===== config.mk =====
export PLATFORM = sky130hd
export DESIGN_NAME = csr_prog_loader
export DESIGN_NICKNAME = d
export VERILOG_FILES = /design/src/rtl/csr_prog_loader.sv
export SDC_FILE = /design/constraint.sdc
export NUM_CORES = 1
export LEC_CHECK = 0
export ABC_CLOCK_PERIOD_IN_PS = 8500
export BUFFER_PORTS_ARGS = -buffer_cell sky130_fd_sc_hd__buf_4
export CAP_MARGIN = 25
export CORE_MARGIN = 2
export CORE_UTILIZATION = 25
export DETAILED_ROUTE_END_ITERATION = 8
export PLACE_DENSITY = 0.54
export SLEW_MARGIN = 20
export SYNTH_ARGS = -nofsm -noshare
export SYNTH_HDL_FRONTEND = slang
export SYNTH_SLANG_ARGS = --single-unit

===== constraint.sdc =====
create_clock -name clk_i -period 8.5 [get_ports clk_i]
set_input_delay 0.85 -clock clk_i [delete_from_list [all_inputs] [get_ports clk_i]]
set_output_delay 0.85 -clock clk_i [all_outputs]
set_load 0.05 [all_outputs]

===== src/rtl/csr_prog_loader.sv =====
// CSR bus initiator: streams a program into instruction memory, writes the loop
// registers, starts the core, polls busy and reads back the AM prediction.
module csr_prog_loader #(
   parameter int unsigned CsrDataWidth  = 32,
   parameter int unsigned CsrAddrWidth  = 32,
   parameter int unsigned InstAddrWidth = 10
) (
   input  logic                     clk_i,
   input  logic                     rst_ni,
   input  logic                     start_i,
   input  logic [InstAddrWidth-1:0] num_inst_i,
   input  logic [1:0]               loop_mode_i,
   input  logic [23:0]              loop_jump_i,
   input  logic [23:0]              loop_end_i,
   input  logic [23:0]              loop_count_i,
   input  logic [CsrDataWidth-1:0]  inst_data_i,
   input  logic                     inst_valid_i,
   output logic                     inst_ready_o,
   output logic [CsrAddrWidth-1:0]  csr_req_addr_o,
   output logic [CsrDataWidth-1:0]  csr_req_data_o,
   output logic                     csr_req_write_o,
   output logic                     csr_req_valid_o,
   input  logic                     csr_req_ready_i,
   input  logic [CsrDataWidth-1:0]  csr_rsp_data_i,
   input  logic                     csr_rsp_valid_i,
   output logic                     csr_rsp_ready_o,
   output logic                     busy_o,
   output logic                     done_o,
   output logic [7:0]               predict_o,
   output logic                     predict_valid_o
);

   localparam int unsigned LoopFieldWidth = 24;

   typedef enum logic [3:0] {
      S_IDLE, S_CTRL_ON, S_FETCH, S_WR_ADDR, S_WR_DATA, S_CTRL_OFF, S_LP_CTRL,
      S_LP_JUMP, S_LP_END, S_LP_CNT, S_START, S_POLL, S_RD_PRED, S_DONE
   } state_e;

   state_e                    state_q, state_d, nxt;
   logic                      wait_q, wait_d, advance;
   logic                      req_valid_q, req_valid_d, req_write_q, req_write_d;
   logic [CsrAddrWidth-1:0]   req_addr_q, req_addr_d;
   logic [CsrDataWidth-1:0]   req_data_q, req_data_d;
   logic                      rsp_ready_q, rsp_ready_d, inst_ready_q, inst_ready_d;
   logic                      busy_q, busy_d, done_q, done_d;
   logic [7:0]                predict_q, predict_d;
   logic                      pvalid_q, pvalid_d;
   logic [InstAddrWidth-1:0]  cnt_q, cnt_d, num_q, num_d, cnt_inc;
   logic [CsrDataWidth-1:0]   word_q, word_d;
   logic [1:0]                mode_q, mode_d;
   logic [LoopFieldWidth-1:0] jump_q, jump_d, lend_q, lend_d, lcnt_q, lcnt_d;
   logic                      unused_rsp_bits;

   assign unused_rsp_bits = ^csr_rsp_data_i[CsrDataWidth-1:9];
   assign cnt_inc         = cnt_q + InstAddrWidth'(1);

   // Next-state logic; each CSR state is an issue phase then a wait phase (wait_q).
   always_comb begin
      state_d      = state_q;
      wait_d       = wait_q;
      req_valid_d  = req_valid_q;
      req_write_d  = req_write_q;
      req_addr_d   = req_addr_q;
      req_data_d   = req_data_q;
      rsp_ready_d  = rsp_ready_q;
      inst_ready_d = inst_ready_q;
      done_d       = 1'b0;
      predict_d    = predict_q;
      pvalid_d     = pvalid_q;
      cnt_d        = cnt_q;
      num_d        = num_q;
      word_d       = word_q;
      mode_d       = mode_q;
      jump_d       = jump_q;
      lend_d       = lend_q;
      lcnt_d       = lcnt_q;
      advance      = 1'b0;
      nxt          = state_q;

      case (state_q)
         S_IDLE: begin
            if (start_i) begin
               num_d   = num_inst_i;
               mode_d  = loop_mode_i;
               jump_d  = loop_jump_i;
               lend_d  = loop_end_i;
               lcnt_d  = loop_count_i;
               cnt_d   = '0;
               nxt     = S_CTRL_ON;
               advance = 1'b1;
            end
         end
         S_FETCH: begin
            if (inst_valid_i && inst_ready_q) begin
               word_d  = inst_data_i;
               nxt     = S_WR_ADDR;
               advance = 1'b1;
            end
         end
         S_DONE: begin
            nxt     = S_IDLE;
            advance = 1'b1;
         end
         default: begin
            if (!wait_q) begin
               if (req_valid_q && csr_req_ready_i) begin
                  req_valid_d = 1'b0;
                  wait_d      = 1'b1;
                  rsp_ready_d = 1'b1;
               end
            end else if (csr_rsp_valid_i) begin
               advance = 1'b1;
               case (state_q)
                  S_CTRL_ON:  nxt = (num_q == '0) ? S_CTRL_OFF : S_FETCH;
                  S_WR_ADDR:  nxt = S_WR_DATA;
                  S_WR_DATA: begin
                     cnt_d = cnt_inc;
                     nxt   = (cnt_inc == num_q) ? S_CTRL_OFF : S_FETCH;
                  end
                  S_CTRL_OFF: nxt = S_LP_CTRL;
                  S_LP_CTRL:  nxt = S_LP_JUMP;
                  S_LP_JUMP:  nxt = S_LP_END;
                  S_LP_END:   nxt = S_LP_CNT;
                  S_LP_CNT:   nxt = S_START;
                  S_START:    nxt = S_POLL;
                  S_POLL:     nxt = csr_rsp_data_i[1] ? S_POLL : S_RD_PRED;
                  S_RD_PRED: begin
                     predict_d = csr_rsp_data_i[7:0];
                     pvalid_d  = csr_rsp_data_i[8];
                     nxt       = S_DONE;
                  end
                  default:    nxt = S_IDLE;
               endcase
            end
         end
      endcase

      // Entering a state: issue its request in the very next cycle.
      if (advance) begin
         state_d      = nxt;
         wait_d       = 1'b0;
         inst_ready_d = (nxt == S_FETCH);
         done_d       = (nxt == S_DONE);
         req_valid_d  = 1'b1;
         req_write_d  = 1'b1;
         req_addr_d   = '0;
         req_data_d   = '0;
         rsp_ready_d  = 1'b0;
         case (nxt)
            S_CTRL_ON:  begin req_addr_d = CsrAddrWidth'(3);  req_data_d = CsrDataWidth'(1); end
            S_WR_ADDR:  begin req_addr_d = CsrAddrWidth'(4);  req_data_d = CsrDataWidth'(cnt_d); end
            S_WR_DATA:  begin req_addr_d = CsrAddrWidth'(5);  req_data_d = word_d; end
            S_CTRL_OFF: begin req_addr_d = CsrAddrWidth'(3); end
            S_LP_CTRL:  begin req_addr_d = CsrAddrWidth'(9);  req_data_d = CsrDataWidth'(mode_d); end
            S_LP_JUMP:  begin req_addr_d = CsrAddrWidth'(10); req_data_d = CsrDataWidth'(jump_d); end
            S_LP_END:   begin req_addr_d = CsrAddrWidth'(11); req_data_d = CsrDataWidth'(lend_d); end
            S_LP_CNT:   begin req_addr_d = CsrAddrWidth'(12); req_data_d = CsrDataWidth'(lcnt_d); end
            S_START:    begin req_addr_d = CsrAddrWidth'(0);  req_data_d = CsrDataWidth'(1); end
            S_POLL:     begin req_addr_d = CsrAddrWidth'(0);  req_write_d = 1'b0; end
            S_RD_PRED:  begin req_addr_d = CsrAddrWidth'(2);  req_write_d = 1'b0; end
            default: begin
               req_valid_d = 1'b0;
               req_write_d = 1'b0;
               rsp_ready_d = 1'b1;
            end
         endcase
      end

      busy_d = (state_d != S_IDLE);
   end

   always_ff @(posedge clk_i or negedge rst_ni) begin
      if (!rst_ni) begin
         state_q      <= S_IDLE;
         wait_q       <= 1'b0;
         req_valid_q  <= 1'b0;
         req_write_q  <= 1'b0;
         req_addr_q   <= '0;
         req_data_q   <= '0;
         rsp_ready_q  <= 1'b1;
         inst_ready_q <= 1'b0;
         busy_q       <= 1'b0;
         done_q       <= 1'b0;
         predict_q    <= '0;
         pvalid_q     <= 1'b0;
         cnt_q        <= '0;
         num_q        <= '0;
         word_q       <= '0;
         mode_q       <= '0;
         jump_q       <= '0;
         lend_q       <= '0;
         lcnt_q       <= '0;
      end else begin
         state_q      <= state_d;
         wait_q       <= wait_d;
         req_valid_q  <= req_valid_d;
         req_write_q  <= req_write_d;
         req_addr_q   <= req_addr_d;
         req_data_q   <= req_data_d;
         rsp_ready_q  <= rsp_ready_d;
         inst_ready_q <= inst_ready_d;
         busy_q       <= busy_d;
         done_q       <= done_d;
         predict_q    <= predict_d;
         pvalid_q     <= pvalid_d;
         cnt_q        <= cnt_d;
         num_q        <= num_d;
         word_q       <= word_d;
         mode_q       <= mode_d;
         jump_q       <= jump_d;
         lend_q       <= lend_d;
         lcnt_q       <= lcnt_d;
      end
   end

   assign csr_req_valid_o = req_valid_q;
   assign csr_req_write_o = req_write_q;
   assign csr_req_addr_o  = req_addr_q;
   assign csr_req_data_o  = req_data_q;
   assign csr_rsp_ready_o = rsp_ready_q;
   assign inst_ready_o    = inst_ready_q;
   assign busy_o          = busy_q;
   assign done_o          = done_q;
   assign predict_o       = predict_q;
   assign predict_valid_o = pvalid_q;

endmodule

==> flow_summary.rst, run 1 <==
.. list-table::
   :header-rows: 1

   * - Metric
     - Value
   * - Initial core utilization
     - 0.2545
   * - Total of max-cap violations
     - 0
   * - Fmax
     - about 250 MHz
   * - Switching pwr
     - ~1.8 mW
   * - DIE HEIGHT
     - 194.8 um
   * - Top Family by Delay on Critical Path
     - simple AND/OR/NAND/NOR gates
   * - First-pass detailed-route iteration total
     - 5
   * - YS warnings
     - 0
   * - Clock input transition at the sequential cells of the worst setup and hold paths
     - about 0.08 ns
   * - Adder-Cell Fraction of Synth Area
     - 0.001375
   * - Int Power
     - about 2.1 mW
   * - RSZ-0062 raised after global routing
     - false
   * - Sinks on the clock net
     - 182
   * - Residual DRC count
     - 0
   * - Final antenna-violating net count
     - 0
   * - Nets
     - approximately 1300
   * - Chain of cells forming the critical path
     - ha_1 -> and2_1 -> nand2_1 -> o21ai_0 -> o2111ai_1 -> nor4_4 -> buf_4 -> o21ai_1 -> nor3_2 -> buf_4 -> a21boi_0 -> a32oi_1
   * - Power density cells
     - 342.4 mW/mm^2
   * - Count of buffers from port buffering
     - 181
   * - Status
     - complete, no violations
   * - Fin Hold WS
     - slightly below 0.3 ns
   * - Initial antenna violation count
     - 5
   * - Main combinational cell family by area after synthesis
     - simple AND/OR/NAND/NOR gates
   * - TritonCTS clock tree
     - yes
   * - Tightest Hold Check Type
     - in -> async
   * - Routed Wire Length
     - ~29000 um
   * - GR Util All Layers
     - 0.1529
   * - Peak per-stage delay on the critical path
     - just over 0.7 ns
   * - I/O Pins
     - between 200 and 250
   * - Multiplexer share of the synthesized area
     - 0.06065
   * - Cell variety after synth
     - 76
   * - Arrival time worst endpoint
     - around 4.4 ns
   * - Slowest CP cell
     - nor3_2
   * - Synth Area in Simple Gates
     - 0.1945
   * - Post-synthesis instance area
     - approximately 0.009 mm^2
   * - Number of flip-flops and latches in the synthesized netlist
     - 182
   * - Clk_lat worst skew
     - between 0.4 and 0.5 ns
   * - Number of enable flip-flop cells after synthesis
     - 0
   * - Share of flip-flops with an asynchronous set or reset
     - 1.000
   * - Number of setup violations in the final report
     - 0
   * - Crit path kind
     - reg -> reg
   * - Count of hold buffers inserted by post-cts repair
     - 0
   * - Setup TNS
     - 0 ns
   * - Share of the core filled with cells
     - 0.3181
   * - Post-placement worst setup slack
     - around 4.4 ns
   * - Part of the total power dissipated in the clock network
     - 0.210
   * - Area Overhead vs Synth
     - 24.96%
   * - Post-cts repair resize count
     - 0
   * - Master cell of the clock root buffer
     - clkbuf_16
   * - Xor and xnor area share after synthesis
     - 0.01252
   * - Highest-count cells in the layout ignoring fill and taps
     - nand2_1, buf_4, dfrtp_1
   * - Horizontal extent of the die
     - a little under 200 um
   * - Via/cell ratio
     - approximately 4.7
   * - Logic pwr share
     - 0.465
   * - Worst IR Drop VDD
     - ~180 uV
   * - Lkg Pwr
     - around 5.6 nW
   * - CP endpoint kind
     - flip-flop
   * - Crit path time final
     - between 4 and 5 ns
   * - Pin count of the biggest net entering global routing
     - 116
   * - Relative slew slack
     - 0.3266
   * - Sequential element share of the synthesized area
     - 0.5008
   * - Cell occurring most often along the worst timing path
     - buf_4
   * - Row count
     - between 60 and 70
   * - Placeable core area
     - 0.03574 mm^2
   * - Remaining Overflow, GRT
     - 0
   * - Synthesized instance count
     - roughly 970
   * - DP HPWL
     - approximately 20000 um
   * - Area enclosed by the die boundary
     - 0.03793 mm^2
   * - CTS Buf Count
     - 17
   * - DR WL/cell
     - approximately 18 um
   * - Measured slew at the worst slew-check pin
     - around 1.0 ns
   * - Mean instance size in the synthesized netlist
     - between 9 and 10 um^2
   * - Critical Path Source Type
     - flip-flop
   * - Worst Path Max Fanout
     - 23
   * - Detailed router's first-iteration violation count
     - between 400 and 500
   * - Post CTS Setup Buffer Count
     - 0
   * - Max Buffers Root-to-Sink
     - 2
   * - Area fraction in compound gates after synthesis
     - 0.1686
   * - Wire length of the first global-routing pass
     - 44310 um
   * - Final Hold Fails
     - 0
   * - Register-to-register setup slack
     - between 4 and 5 ns
   * - Register share of total power
     - 0.326
   * - Via count of the first global-routing pass
     - roughly 7400
   * - Period utilization
     - 0.4784
   * - Worst clock skew
     - roughly 0.015 ns
   * - Final worst slack
     - between 4 and 5 ns
   * - Max-slew violation count
     - 0
   * - Worst Path Buf+Inv
     - 2
   * - H-tree levels
     - 4
   * - Global placer's final weighted congestion
     - 0.7983
   * - Fraction of power spent switching nets
     - 0.4569
   * - Required time of the critical path
     - a little under 9 ns
   * - Share of cells above drive strength 1
     - 0.2668
   * - Via total after detailed routing
     - roughly 7400
   * - Most common cell after layout, fill and taps aside
     - nand2_1
   * - Main synth FF type
     - dfrtp_1
-- power by group through the flow --
stage / clock network, mW / logic (mW) / registers [mW]
2_1_floorplan: 0 / 1.15 / 1.39
3_3_place_gp: 0 / 1.79 / 1.28
3_5_place_dp: 0 / 1.81 / 1.29
4_1_cts: 0.845 / 1.82 / 1.27
5_1_grt: 0.882 / 1.99 / 1.30
6_report: 0.817 / 1.81 / 1.27
-- kinds of logic after synthesis --
group           Yosys count
simple gates            421
compound gates          200
flops                   182
buf+inv                 105
mux                      50
xor+xnor                 13
fa+ha+maj                 1
other cells               1
-- state kept, by name, summed over array words and instances (netlist names), 2 cells and up --
register and count:
csr_req_data_o 32, word_q 32, jump_q 24, lcnt_q 24, lend_q 24, cnt_q 10
num_q 10, predict_o 8, csr_req_addr_o 4, state_q 4, mode_q 2
-- metal layers --
layer  global-route usage  vias to the layer above  wire [um]
li1                     -                     3601          -
met1               0.2066                     3615      13330
met2               0.2366                      194      12860
met3              0.04859                       21       2047
met4              0.03902                        4        338
met5                    0                        -         23
-- worst paths after layout --
| kind | startpoint | to | cells past startpoint |
|---|---|---|---|
| max in group asynchronous | rst_ni | csr_req_data_o[25] | 2 |
| max | cnt_q[0] | csr_req_data_o[23] | 12 |
| max reg2reg | cnt_q[0] | csr_req_data_o[23] | 12 |
| min | rst_ni | jump_q[21] | 1 |
| min reg2reg | lend_q[17] | lend_q[17] | 2 |
| min in group clk_i | lend_q[17] | lend_q[17] | 2 |
-- synthesized netlist by cell type (all sizes together), types with 5 or more instances --
cell / instances / area [um^2]
a41o: 8 / 80.08
buf: 57 / 376.6
nand2: 332 / 1254
mux2: 41 / 461.7
a32o: 9 / 90.09
xor2: 5 / 43.79
a21oi: 16 / 95.10
nor2: 29 / 111.4
clkbuf: 37 / 138.9
nand3: 20 / 100.1
a32oi: 10 / 87.58
o21ai: 50 / 250.2
a31oi: 8 / 62.56
a21boi: 22 / 165.2
xnor2: 8 / 70.07
a211oi: 11 / 102.6
o21bai: 10 / 75.07
nand4: 5 / 31.28
inv: 10 / 37.54
and3: 5 / 31.28
dfrtp: 181 / 4529
a22oi: 7 / 77.57
mux2i: 9 / 90.09
o2111a: 9 / 101.4
nor3: 7 / 40.04
-- per-stage QoR --
stage                     area (um^2)  instances  power (mW)
after floorplan                  9199       1000       2.539
after global placement          10730       1558       3.070
after detailed placement        10730       1558       3.098
after CTS                       11310       1590       3.932
after global routing            11360       1593       4.179
final                           11370       1596       3.893
-- cell type report --
class / instances / area, um^2
repair buffers: 194 / 1488
clock buffers: 17 / 425.4
diodes: 3 / 7.507
well taps: 461 / 576.8
fillers: 3785 / 24370
clock inverters: 15 / 162.7
inverters: 11 / 41.29
flip-flops and latches: 182 / 4556
multi-input cells: 713 / 4111
Power figures use the tool's default switching activity.
==> run 2, diff against run 1 <==
ABC_CLOCK_PERIOD_IN_PS = 3900   (was 8500)
clock period = 3.9 ns   (was 8.5 ns; I/O delays follow)
==> run 2 against run 1 <==
Total power increased by 120%; setup slack worse by 4.0 ns; design area rose by 1.0%; clock power is 110% higher; largest power group unchanged; first-iteration DRC count is 6.3% higher; sequential cell count unchanged; sequential power rose by 120%; the flow now finishes with violations (negative hold slack); register-to-register slack worse by 4.0 ns; clock-buffer cell count unchanged; die area unchanged.
==> flow_summary.rst, run 2 (same netlist as run 1, synthesis figures left out) <==
.. list-table::
   :header-rows: 1

   * - Metric
     - Value
   * - RSZ-0062 raised after global routing
     - false
   * - Lkg Pwr
     - 5.695 nW (+1.4%)
   * - Timing endpoint of the critical path
     - csr_req_data_o[21]
   * - Placeable core area
     - 0.03574 mm^2 (unchanged)
   * - Horizontal extent of the die
     - 194.8 um (unchanged)
   * - Initial core utilization
     - 0.2545 (unchanged)
   * - Master cell of the clock root buffer
     - clkbuf_16
   * - Required time of the critical path
     - 4.27 ns (-4.60 ns)
   * - Relative slew slack
     - 0.4287 (+0.1022)
   * - Reg2Reg Depth
     - 10 (-2)
   * - CP startpoint
     - cnt_q[3]
   * - Highest-utilization routing layer at the global route stage
     - met2
   * - Number of setup violations in the final report
     - 0 (unchanged)
   * - Max Buffers Root-to-Sink
     - 2 (unchanged)
   * - Part of the total power dissipated in the clock network
     - 0.198 (-0.012)
   * - Logic pwr share
     - 0.479 (+0.014)
   * - DP HPWL
     - 20590 um (+5.2%)
   * - Post CTS Setup Buffer Count
     - 0 (unchanged)
   * - Crit path kind
     - reg -> reg
   * - Worst IR Drop VDD
     - 419.0 uV (+130%)
   * - Switching pwr
     - 3.903 mW (+120%)
   * - Global Route met3 Usage
     - 0.04008 (-0.008503)
   * - Routed Wire Length
     - 28540 um (-0.19%)
   * - Pin count of the biggest net entering global routing
     - 95 (-18%)
   * - Area taken by flip-flops and latches
     - 0.004556 mm^2 (unchanged)
   * - Register-to-register setup slack
     - 0.46 ns (-3.98 ns)
   * - Arrival time worst endpoint
     - 3.81 ns (-0.63 ns)
   * - Status
     - finished, violations left
   * - TritonCTS clock tree
     - yes
   * - Most common cell after layout, fill and taps aside
     - nand2_1
   * - CP endpoint kind
     - flip-flop
   * - CTS Buf Count
     - 17 (unchanged)
   * - Area enclosed by the die boundary
     - 0.03793 mm^2 (unchanged)
   * - DIE HEIGHT
     - 194.8 um (unchanged)
   * - Critical R2R Launch
     - cnt_q[3]
   * - Post-cts repair resize count
     - 0 (unchanged)
   * - Residual DRC count
     - 0 (unchanged)
   * - Wire length of the first global-routing pass
     - 44060 um (-0.58%)
   * - Period utilization
     - 0.8827 (+0.4043)
   * - First-pass detailed-route iteration total
     - 7 (+2)
   * - Met2 global-route usage
     - 0.2281 (-0.008496)
   * - Count of buffers from port buffering
     - 181 (unchanged)
   * - Final Hold Fails
     - 4 (+4)
   * - Worst clock skew
     - 0.01325 ns (-0.001958 ns)
   * - Non-filler cells in the finished layout
     - 1610 (+0.88%)
   * - Count of hold buffers inserted by post-cts repair
     - 0 (unchanged)
   * - Fraction of power spent switching nets
     - 0.4546 (-0.002299)
   * - Fmax
     - 290.5 MHz (+18%)
   * - Power density cells
     - 747.7 mW/mm^2 (+120%)
   * - Int Power
     - 4.683 mW (+120%)
   * - Row count
     - 69 (unchanged)
   * - Remaining Overflow, GRT
     - 0 (unchanged)
   * - Nets
     - 1289 (+1.2%)
   * - Total of max-cap violations
     - 0 (unchanged)
   * - Via/cell ratio
     - 4.740 (+1.7%)
   * - GR Util All Layers
     - 0.1517 (-0.001123)
   * - Register share of total power
     - 0.323 (-0.003)
   * - Setup TNS
     - 0 ns (unchanged)
   * - Fin Hold WS
     - -0.02593 ns (-0.3229 ns)
   * - Via count of the first global-routing pass
     - 7546 (+1.9%)
   * - H-tree levels
     - 4 (unchanged)
   * - Fill cells
     - 3778 (-0.18%)
   * - Crit path time final
     - 3.442 ns (-0.6239 ns)
   * - Detailed router's first-iteration violation count
     - 436 (+6.3%)
   * - Tightest Hold Check Type
     - in -> async
   * - Area Overhead vs Synth
     - 26.23%
   * - Initial antenna violation count
     - 3 (-2)
   * - Worst Path Max Fanout
     - 15 (-35%)
   * - Violated checks
     - negative hold slack
   * - Via total after detailed routing
     - 7631 (+2.6%)
   * - Sinks on the clock net
     - 182 (unchanged)
   * - Max-slew violation count
     - 0 (unchanged)
   * - Total area of multi-input combinational cells
     - 0.004111 mm^2 (unchanged)
   * - Highest-count cells in the layout ignoring fill and taps
     - nand2_1, buf_4, dfrtp_1
   * - Capturing point of the worst reg2reg path
     - csr_req_data_o[21]
   * - Critical Path Source Type
     - flip-flop
   * - Clock input transition at the sequential cells of the worst setup and hold paths
     - 0.08 ns (about the same)
   * - Measured slew at the worst slew-check pin
     - 0.8569 ns (-0.1532 ns)
   * - Final antenna-violating net count
     - 0 (unchanged)
   * - Global placer's final weighted congestion
     - 0.8581 (+7.5%)
   * - DR WL/cell
     - 17.73 um (-1.1%)
   * - Share of cells above drive strength 1
     - 0.2772 (+0.01046)
   * - I/O Pins
     - 233 (unchanged)
   * - Global-route track usage on met1
     - 0.2091 (+0.002533)
   * - Cell Count Post-Placement
     - 1576 (+1.2%)
   * - Clk_lat worst skew
     - 0.45 ns (about the same)
   * - Total power consumption of the routed design
     - 8.586 mW (+120%)
[run 2: worst min-delay path by stage]
stage	from	to	slack (ns)
2_1_floorplan	rst_ni	busy_o	0.09
3_3_place_gp	lend_q[12]	lend_q[12]	0.45
3_5_place_dp	lend_q[12]	lend_q[12]	0.46
4_1_cts	rst_ni	jump_q[21]	0.04
5_1_grt	rst_ni	jump_q[21]	0.04
6_report	rst_ni	jump_q[21]	-0.03
[run 2: metrics by stage]
step	area, um^2	utilization	setup WS (ns)
final	11480	0.3213	0.4576
after global routing	11480	0.3212	0.1731
after CTS	11480	0.3212	0.4990
after detailed placement	10910	0.3053	0.5094
after global placement	10910	0.3053	0.5456
after floorplan	9199	-	0.9365
[run 2: per-layer routing]
metal,share of wire,vias to the layer above
met1,0.46,3667
met5,0.00084,-
li1,-,3639
met3,0.072,43
met2,0.45,278
met4,0.022,4
[run 2: area by class of cell]
class	instances	area share
timing repair buffer	209	0.1415
clock inverter	15	0.01242
tap	461	0.05023
sequential	182	0.3967
multi-input combinational	713	0.3580
antenna	2	0.0004358
clock buffer	17	0.03705
inverter	11	0.003596
[run 2: critical path: stages (launching register included)]
cell and delay, ns:
dfrtp_1 0.53, and4_1 0.38, xnor2_1 0.12, o31ai_2 0.26, o2111ai_1 0.28, nor4_4 0.56
o21ai_1 0.24, nor3_2 0.34, buf_4 0.31, a21boi_0 0.13, a32oi_1 0.20
[run 2: power by group through the flow]
stage / logic (mW) / registers (mW) / clock network (mW)
3_3_place_gp: 4.08 / 2.78 / 0
2_1_floorplan: 2.51 / 3.03 / 0
6_report: 4.11 / 2.77 / 1.70
5_1_grt: 4.48 / 2.84 / 1.85
3_5_place_dp: 4.11 / 2.81 / 0
4_1_cts: 4.13 / 2.77 / 1.76
==> run 3, diff against run 2 <==
CORE_ASPECT_RATIO = 2   (was not set)
CORE_UTILIZATION = 54   (was 25)
MAX_ROUTING_LAYER = met4   (was not set)
PLACE_DENSITY = 0.91   (was 0.54)
==> run 3 against run 2 <==
The flow now finishes without violations; non-clock buffer count increased by 1; clock power is 3% higher; clock-buffer cell count is 2 higher; highest routed layer is now met4; first-iteration DRC count up 41%; critical endpoint is now csr_req_data_o[24]; maximum frequency is 2.7% lower; core utilization up 35 points; register-to-register slack worse by 0.096 ns; combinational power is 2% lower; routed wire length fell by 9.8%; critical path type unchanged; largest cell class unchanged; sequential power about the same; setup slack got worse by 0.096 ns; critical path depth stayed put.
==> flow_summary.rst, run 3 (same netlist as run 1, synthesis figures left out) <==
.. list-table::
   :header-rows: 1

   * - Metric
     - Value
   * - Arrival time worst endpoint
     - 3.86 ns (+0.05 ns)
   * - Via total after detailed routing
     - 8060 (+5.6%)
   * - Measured slew at the worst slew-check pin
     - 0.8994 ns (+0.04249 ns)
   * - Post CTS Setup Buffer Count
     - 0 (unchanged)
   * - Fill cells
     - 1228 (-67%)
   * - Global placer's final weighted congestion
     - 0.9992 (+16%)
   * - CTS Buf Count
     - 17 (unchanged)
   * - Horizontal extent of the die
     - 95.78 um (-51%)
   * - Residual DRC count
     - 0 (unchanged)
   * - Tightest Hold Check Type
     - in -> reg
   * - Slowest CP cell
     - nor4_4
   * - Chain of cells forming the critical path
     - and4_1 -> xnor2_1 -> o31ai_2 -> o2111ai_1 -> nor4_4 -> nor2_2 -> inv_2 -> a21oi_2 -> o211a_1 -> a32o_1
   * - Global Route met3 Usage
     - 0.05585 (+0.01576)
   * - Pin count of the biggest net entering global routing
     - 107 (+13%)
   * - Setup TNS
     - 0 ns (unchanged)
   * - Final Hold Fails
     - 0 (-4)
   * - Status
     - complete, no violations
   * - Antenna diodes
     - 0 (-2)
   * - Clk_lat worst skew
     - 0.44 ns (about the same)
   * - Via count of the first global-routing pass
     - 7981 (+5.8%)
   * - Wire length of the first global-routing pass
     - 40820 um (-7.3%)
   * - DR WL/cell
     - 18.99 um (+7.1%)
   * - Area enclosed by the die boundary
     - 0.01796 mm^2 (-53%)
   * - RSZ-0062 raised after global routing
     - false
   * - Post-cts repair resize count
     - 0 (unchanged)
   * - Count of hold buffers inserted by post-cts repair
     - 0 (unchanged)
   * - Nets
     - 1290 (+0.078%)
   * - Required time of the critical path
     - 4.22 ns (-0.05 ns)
   * - Max-slew violation count
     - 0 (unchanged)
   * - Area Overhead vs Synth
     - 22.80%
   * - TritonCTS clock tree
     - yes
   * - Power density cells
     - 769.1 mW/mm^2 (+2.9%)
   * - Row count
     - 67 (-2.9%)
   * - Worst Path Max Fanout
     - 17 (+2)
   * - H-tree levels
     - 4 (unchanged)
   * - Sinks on the clock net
     - 182 (unchanged)
   * - Final worst slack
     - 0.3619 ns (-0.09571 ns)
   * - Share of cells above drive strength 1
     - 0.2744 (-0.002855)
   * - Remaining Overflow, GRT
     - 0 (unchanged)
   * - Highest-utilization routing layer at the global route stage
     - met2
   * - DIE HEIGHT
     - 187.6 um (-3.7%)
   * - Fmax
     - 282.6 MHz (-2.7%)
   * - Most common cell after layout, fill and taps aside
     - nand2_1
   * - Worst clock skew
     - 0.01046 ns (-0.002782 ns)
   * - Placeable core area
     - 0.01660 mm^2 (-54%)
   * - Clock input transition at the sequential cells of the worst setup and hold paths
     - 0.07 ns (about the same)
   * - Top Family by Delay on Critical Path
     - compound AO/OA/AOI/OAI gates
   * - Period utilization
     - 0.9072 (+0.02454)
   * - Via/cell ratio
     - 5.948 (+25%)
   * - Routed Wire Length
     - 25730 um (-9.8%)
   * - Detailed router's first-iteration violation count
     - 614 (+41%)
   * - Final antenna-violating net count
     - 0 (unchanged)
   * - Total of max-cap violations
     - 0 (unchanged)
   * - Count of buffers from port buffering
     - 181 (unchanged)
   * - Lkg Pwr
     - 5.722 nW (+0.46%)
   * - Highest-count cells in the layout ignoring fill and taps
     - nand2_1, buf_4, dfrtp_1
   * - First-pass detailed-route iteration total
     - 8 (+1)
   * - Master cell of the clock root buffer
     - clkbuf_16
   * - Crit path kind
     - reg -> reg
   * - I/O Pins
     - 233 (unchanged)
   * - Max Buffers Root-to-Sink
     - 2 (unchanged)
   * - Peak per-stage delay on the critical path
     - 0.58 ns (+0.02 ns)
   * - Worst Path Buf+Inv
     - 1 (unchanged)
   * - Global-route track usage on met1
     - 0.3870 (+0.1779)
   * - Post-placement worst setup slack
     - 0.4796 ns (-0.02977 ns)
   * - Crit path time final
     - 3.538 ns (+0.09571 ns)
   * - GR Util All Layers
     - 0.3011 (+0.1494)
   * - Number of setup violations in the final report
     - 0 (unchanged)
   * - CP endpoint kind
     - flip-flop
   * - Met2 global-route usage
     - 0.4669 (+0.2389)
   * - Relative slew slack
     - 0.4004 (-0.02832)
   * - Worst IR Drop VDD
     - 483.4 uV (+15%)
   * - DP HPWL
     - 17970 um (-13%)
   * - Fin Hold WS
     - 0.1415 ns (+0.1674 ns)
   * - Initial antenna violation count
     - 0 (-3)
   * - Critical Path Source Type
     - flip-flop
   * - Initial core utilization
     - 0.5481 (+0.2936)
run 3: changes by cell type in the layout (fill, tap and decap cells not counted), sizes merged:
cell / delta
buf: +1
bufinv: +1
clkbuf: +1
clkinv: +1
clkinvlp: -5
diode: -2
dlygate4sd3: +1
inv: +1
run 3: path summary, 6_finish.rpt:
path	end	startpoint	depth (start not counted)	slack, ns
worst max register to register	csr_req_data_o[24]	cnt_q[3]	10	0.36
min in group asynchronous	state_q[3]	rst_ni	2	0.39
worst min-delay path	num_q[4]	num_inst_i[4]	3	0.14
worst max-delay path	csr_req_data_o[24]	cnt_q[3]	10	0.36
max in group asynchronous	lcnt_q[5]	rst_ni	4	2.39
worst min register to register	jump_q[17]	jump_q[17]	2	0.48
run 3: report_power, final:
| group | switching, mW | leakage, nW | internal [mW] | total [mW] |
|---|---|---|---|---|
| logic | 2.69 | 3.04 | 1.35 | 4.04 |
| clock network | 0.820 | 0.294 | 0.933 | 1.75 |
| registers | 0.349 | 2.39 | 2.45 | 2.80 |
| total | 3.85 | 5.72 | 4.74 | 8.59 |
run 3: area by class of cell:
type                       count  area [um^2]  area share
clock buffer                  19        442.9     0.03965
clock inverter                13        157.7     0.01411
inverter                      11        41.29    0.003696
multi-input combinational    713         4100      0.3670
sequential                   182         4556      0.4078
tap                          207        259.0     0.02318
timing repair buffer         210         1615      0.1446
run 3: per-stage QoR:
stage / util / cells / instance area, um^2 / total power, mW
6_report: 0.6731 / 1355 / 11170 / 8.593
5_1_grt: 0.6731 / 1355 / 11170 / 9.067
4_1_cts: 0.6708 / 1353 / 11130 / 8.539
3_5_place_dp: 0.6346 / 1321 / 10530 / 6.730
3_3_place_gp: 0.6346 / 1321 / 10530 / 6.574
2_1_floorplan: - / 1000 / 9199 / 5.533
run 3: metal layers:
layer | wire length (um) | part of all wire
met1 | 9664 | 0.38
met5 | 0 | 0
met3 | 2321 | 0.090
met2 | 12700 | 0.49
met4 | 1051 | 0.041
run 3: worst reg2reg max path, stage by stage (launching register included):
cell and delay, ns:
dfrtp_1 0.56, and4_1 0.38, xnor2_1 0.12, o31ai_2 0.26, o2111ai_1 0.24, nor4_4 0.58, nor2_2 0.22, inv_2 0.30
a21oi_2 0.12, o211a_1 0.34, a32o_1 0.31
